[config.mk]
export PLATFORM = sky130hd
export DESIGN_NAME = booth_controller
export DESIGN_NICKNAME = d
export VERILOG_FILES = /design/src/rtl/booth_controller.sv
export SDC_FILE = /design/constraint.sdc
export NUM_CORES = 1
export LEC_CHECK = 0
export CORE_AREA = 2 2 39 41
export DETAILED_ROUTE_END_ITERATION = 6
export DIE_AREA = 0 0 41 43
export RECOVER_POWER = 25
export SLEW_MARGIN = 15
export SYNTH_ARGS = -nofsm -noshare
export SYNTH_HDL_FRONTEND = slang
export SYNTH_SLANG_ARGS = --single-unit
[constraint.sdc]
create_clock -name clk -period 1.74 [get_ports clk]
set_input_delay 0.522 -clock clk [delete_from_list [all_inputs] [get_ports clk]]
set_output_delay 0.522 -clock clk [all_outputs]
set_load 0.05 [all_outputs]
[src/rtl/booth_controller.sv]
// ---------------------------------------------------------------------------
// booth_controller
//
// Control FSM for a sequential radix-2 Booth multiplier. An operand pair is
// accepted through a valid/ready handshake, loaded into the datapath, and then
// WIDTH evaluate/shift iterations are sequenced. Each EVAL cycle decodes the
// Booth bit pair {Q0, Q-1} into add/subtract/no-op. Each SHIFT cycle strobes
// the arithmetic right shift and steps the external iteration counter. The
// finished product is offered through a second valid/ready handshake.
//
// Parameters:
//   WIDTH      operand width and number of Booth iterations (2..2**CNT_WIDTH)
//   CNT_WIDTH  width of the external iteration counter value on count
//
// Ports:
//   clk            clock, all state changes on the rising edge
//   reset          synchronous active-low reset (0 = reset)
//   src_valid      operand pair available upstream
//   src_ready      controller can accept operands (IDLE, reset released)
//   dst_valid      product complete in datapath (DONE)
//   dst_ready      downstream consumes product
//   count          completed-iteration count from the external counter
//   booth_bits     {Q0, Q-1} from the multiplier register
//   start          clears the external iteration counter (LOAD)
//   load_operands  loads M, Q, A=0, Q-1=0 (LOAD)
//   alu_op         00 none, 01 A+=M, 10 A-=M (EVAL only)
//   shift_en       arithmetic right shift of {A,Q,Q-1} (SHIFT)
//   en_pp          partial-product step, increments the counter (SHIFT)
//   busy           any state other than IDLE
// ---------------------------------------------------------------------------
module booth_controller #(
   parameter int WIDTH     = 16,
   parameter int CNT_WIDTH = 5
) (
   input  logic                 clk,
   input  logic                 reset,
   input  logic                 src_valid,
   output logic                 src_ready,
   output logic                 dst_valid,
   input  logic                 dst_ready,
   input  logic [CNT_WIDTH-1:0] count,
   input  logic [1:0]           booth_bits,
   output logic                 start,
   output logic                 load_operands,
   output logic [1:0]           alu_op,
   output logic                 shift_en,
   output logic                 en_pp,
   output logic                 busy
);

   typedef enum logic [2:0] {
      IDLE  = 3'd0,
      LOAD  = 3'd1,
      EVAL  = 3'd2,
      SHIFT = 3'd3,
      DONE  = 3'd4
   } state_t;

   // Count value seen in the SHIFT of the final iteration.
   localparam logic [CNT_WIDTH-1:0] LAST_ITER = CNT_WIDTH'(WIDTH - 1);

   state_t state_r;
   state_t next_state_s;

   // State register; reset forces IDLE from any state, aborting an operation.
   always_ff @(posedge clk) begin
      if (!reset) begin
         state_r <= IDLE;
      end else begin
         state_r <= next_state_s;
      end
   end

   // Next-state logic and output decode.
   always_comb begin
      next_state_s  = state_r;
      src_ready     = 1'b0;
      dst_valid     = 1'b0;
      start         = 1'b0;
      load_operands = 1'b0;
      alu_op        = 2'b00;
      shift_en      = 1'b0;
      en_pp         = 1'b0;
      busy          = 1'b1;

      case (state_r)
         IDLE: begin
            busy = 1'b0;
            // Gated by reset so upstream never sees a handshake while held in reset.
            src_ready = reset;
            if (src_valid && src_ready) begin
               next_state_s = LOAD;
            end else begin
               next_state_s = IDLE;
            end
         end

         LOAD: begin
            load_operands = 1'b1;
            start         = 1'b1;
            next_state_s  = EVAL;
         end

         EVAL: begin
            case (booth_bits)
               2'b01:   alu_op = 2'b01;
               2'b10:   alu_op = 2'b10;
               default: alu_op = 2'b00;
            endcase
            next_state_s = SHIFT;
         end

         SHIFT: begin
            shift_en = 1'b1;
            en_pp    = 1'b1;
            // >= rather than == so a counter overrun still terminates the operation.
            if (count >= LAST_ITER) begin
               next_state_s = DONE;
            end else begin
               next_state_s = EVAL;
            end
         end

         DONE: begin
            dst_valid = 1'b1;
            if (dst_ready) begin
               next_state_s = IDLE;
            end else begin
               next_state_s = DONE;
            end
         end

         default: begin
            busy         = 1'b0;
            next_state_s = IDLE;
         end
      endcase
   end

endmodule

==> summary.md <==
| Metric | Value |
|---|---|
| Run status | finished, final reports clean |
| Fin cells | 66 |
| Skew final | 0.00169 ns |
| CP bufs+invs | 2 |
| Power per standard cell area | 625 nW/um^2 |
| Worst Hold Class | register to register |
| Die area | 1760 um^2 |
| Fin crit share | 0.984 |
| Slew @ Worst Pin | 0.268 ns |
| P_leak | 0.000261 uW |
| Chip width | 41 um |
| Register bit total from synthesis | 3 |
| CTS buffer count | 3 |
| Final setup fails | 0 |
| Largest register FFs | 3 |
| CP Max Fanout | 5 |
| Vias per Instance | 3.98 |
| Final-report hold violation count | 0 |
| CTS root buffer | clkbuf_4 |
| R2R setup slack | 0.65 ns |
| Top reg by flops | state_r |
| Sequential share of the synthesized area | 0.261 |
| DRC | 0 |
| Hold_buf cts | 0 |
| WL/cell | 9.59 um |
| Top cells by area, synth | dfxtp_1 26%, nor4b_2 13%, buf_4 6.5% |
| Internal | 264 uW |
| Kind of critical path | register to primary output |
| Max clock buf depth | 2 |
| Crit path DAT | 1.19 ns |
| Fin. max-slew vios | 0 |
| Syn Nets | 34 |
| CTS clock-pin slew for the worst setup and hold paths | 0.04 ns |
| Buffers on Ports | 19 |
| Net Sw Power | 132 uW |
| GRT Overall Usage | 0.0983 |
| CTS tree | done |
| Starting DRT DRC Count | 1 |
| First-pass GRT wire length | 1160 um |
| Setup_tns | 0 ns |
| R2R depth | 3 |
| Largest area contributor in the netlist | dfxtp_1 |
| Hold Path Stages | 2 |
| Post-synthesis instance area | 230 um^2 |
| Syn Inst Count | 23 |
| Part of the power in the clock network | 0.298 |
| Initial antenna violation count | 0 |
| Setup crit start kind | register |
| # diodes | 0 |
| Most frequent cell after synthesis | dfxtp_1 |
| Combinational Power Share | 0.491 |
| Placed cell count | 58 |
| RR Endpoint | state_r[2] |
| Top_reg_cell synth | dfxtp_1 |
| RSZ-0062 raised after global routing | yes |
| Pre-Repair DR Iteration Count | 2 |
| Worst slew margin | 0.820 |
| Worst path top cell family by delay | flip-flops |
| GPL Wtd Cong | 0.667 |
| Min Tclk post-route | 1.71 ns |
| Max Clock Freq | 584 MHz |
| Top flop regs | state_r x3 |
| Vias after detailed routing | 263 |
| Nets | 62 |
| Hold endpoint | state_r[0] |
| HPWL Detailed | 510 um |
| EDFF count, synth | 0 |
| Net Sw Frac | 0.334 |
| H-Tree Depth | 1 |
| Sink Count | 3 |
| Total global routing overflow | 0 |
| Share of layout cells above drive strength 1 | 0.720 |
| Warnings from Yosys | 0 |
| Largest net degree at the start of global routing | 9 |
| Seq pwr share | 0.211 |
| Worst-path cell chain | buf_6 -> nor4b_4 -> buf_12 |
| Max Cap Violations | 0 |
| Die height | 43 um |
| CP max-delay cell | dfxtp_4 |
| Num rows | 14 |
| Worst Hold Launch | state_r[1] |
| Crit-path max cell delay | 0.35 ns |
| Critical Path Sink Type | primary output |
| Post-synthesis async set-or-reset flop share | 0 |
| Worst endpoint required time | 1.22 ns |
| Avg Inst Size Synth | 10.0 um^2 |
| Reg-to-Reg Start | state_r[0] |
| Initial core utilization | 0.166 |
| Routed wire length | 633 um |
| Worst vdd rail ir drop | 0.000409 V |
| Core ar. | 1380 um^2 |
| Area Overhead vs Synth | 175% |
| Vias in the first global route | 283 |
| Final core utilization | 0.458 |
| Synth top area share | 0.261 |
| Synth cell types | 16 |
| Crit. path cell count | 3 |
| Post-DRT Antenna Nets | 0 |
| Num ports | 20 |
| Clk Latency, worst-skew pair | 0.23 ns |
==> final cells by class <==
class	count	area, um^2
Fill cell	132	751
Timing Repair Buffer	26	322
Multi-Input combinational cell	17	196
Sequential cell	3	68.8
Clock buffer	4	26.3
Tap cell	16	20.0
==> cell families after synthesis <==
| group | after synthesis | synth area share |
|---|---|---|
| and+or+nand+nor | 13 | 0.446 |
| DFF | 3 | 0.261 |
| AOI/OAI and AO/OA | 3 | 0.141 |
| xor gates and xnor gates | 1 | 0.0381 |
| buffers and inverters | 3 | 0.114 |
==> layer usage <==
metal	global-route usage	wire length, um	up-vias
li1	-	-	137
met2	0.150	355	9
met4	0.0600	0	0
met3	0.0471	43	0
met1	0.103	234	117
met5	0	0	-
==> cells in the final DEF (no fill, tap or decap), types with 2 or more instances in the layout <==
| master | count |
|---|---|
| nor4b_4 | 2 |
| buf_4 | 6 |
| buf_2 | 3 |
| dfxtp_4 | 2 |
| buf_12 | 9 |
| clkdlybuf4s50_1 | 6 |
| clkbuf_4 | 3 |
==> worst reg2reg max path, stage by stage (launching register included) <==
cell	delay [ns]
dfxtp_4	0.35
buf_4	0.14
and3b_2	0.24
a32o_1	0.25
==> repair_timing <==
item | 4_1_cts | 5_1_grt
pin swaps | 3 | 3
endpoints found under the setup margin | 5 | 4
resized for setup | 16 | 3
buffers inserted | 2 | 2
cloned | 0 | 0
==> power groups by stage <==
stage | sequential, uW | clock, uW | combinational (uW)
finish | 83.4 | 118 | 194
global route | 84.5 | 136 | 205
CTS | 83.7 | 125 | 187
detailed placement | 86.2 | 0 | 181
global placement | 86.0 | 0 | 180
floorplan | 81.5 | 0 | 97.2
==> worst max-delay path by stage <==
stage	to	start
2_1_floorplan	start	state_r[0]
3_3_place_gp	alu_op[1]	booth_bits[1]
3_5_place_dp	alu_op[1]	booth_bits[1]
4_1_cts	alu_op[0]	state_r[0]
5_1_grt	alu_op[0]	state_r[1]
6_report	alu_op[1]	state_r[0]
==> through the flow <==
| step | instance area, um^2 | total power [uW] | hold WS [ns] | setup slack [ns] |
|---|---|---|---|---|
| global route | 633 | 425 | 0.566 | -0.0236 |
| finish | 633 | 396 | 0.555 | 0.0270 |
| global placement | 571 | 266 | 0.560 | -0.284 |
| detailed placement | 571 | 267 | 0.568 | -0.293 |
| CTS | 611 | 396 | 0.560 | 0.000535 |
| floorplan | 274 | 179 | 0.538 | -0.0475 |
Power figures use the tool's default switching activity.
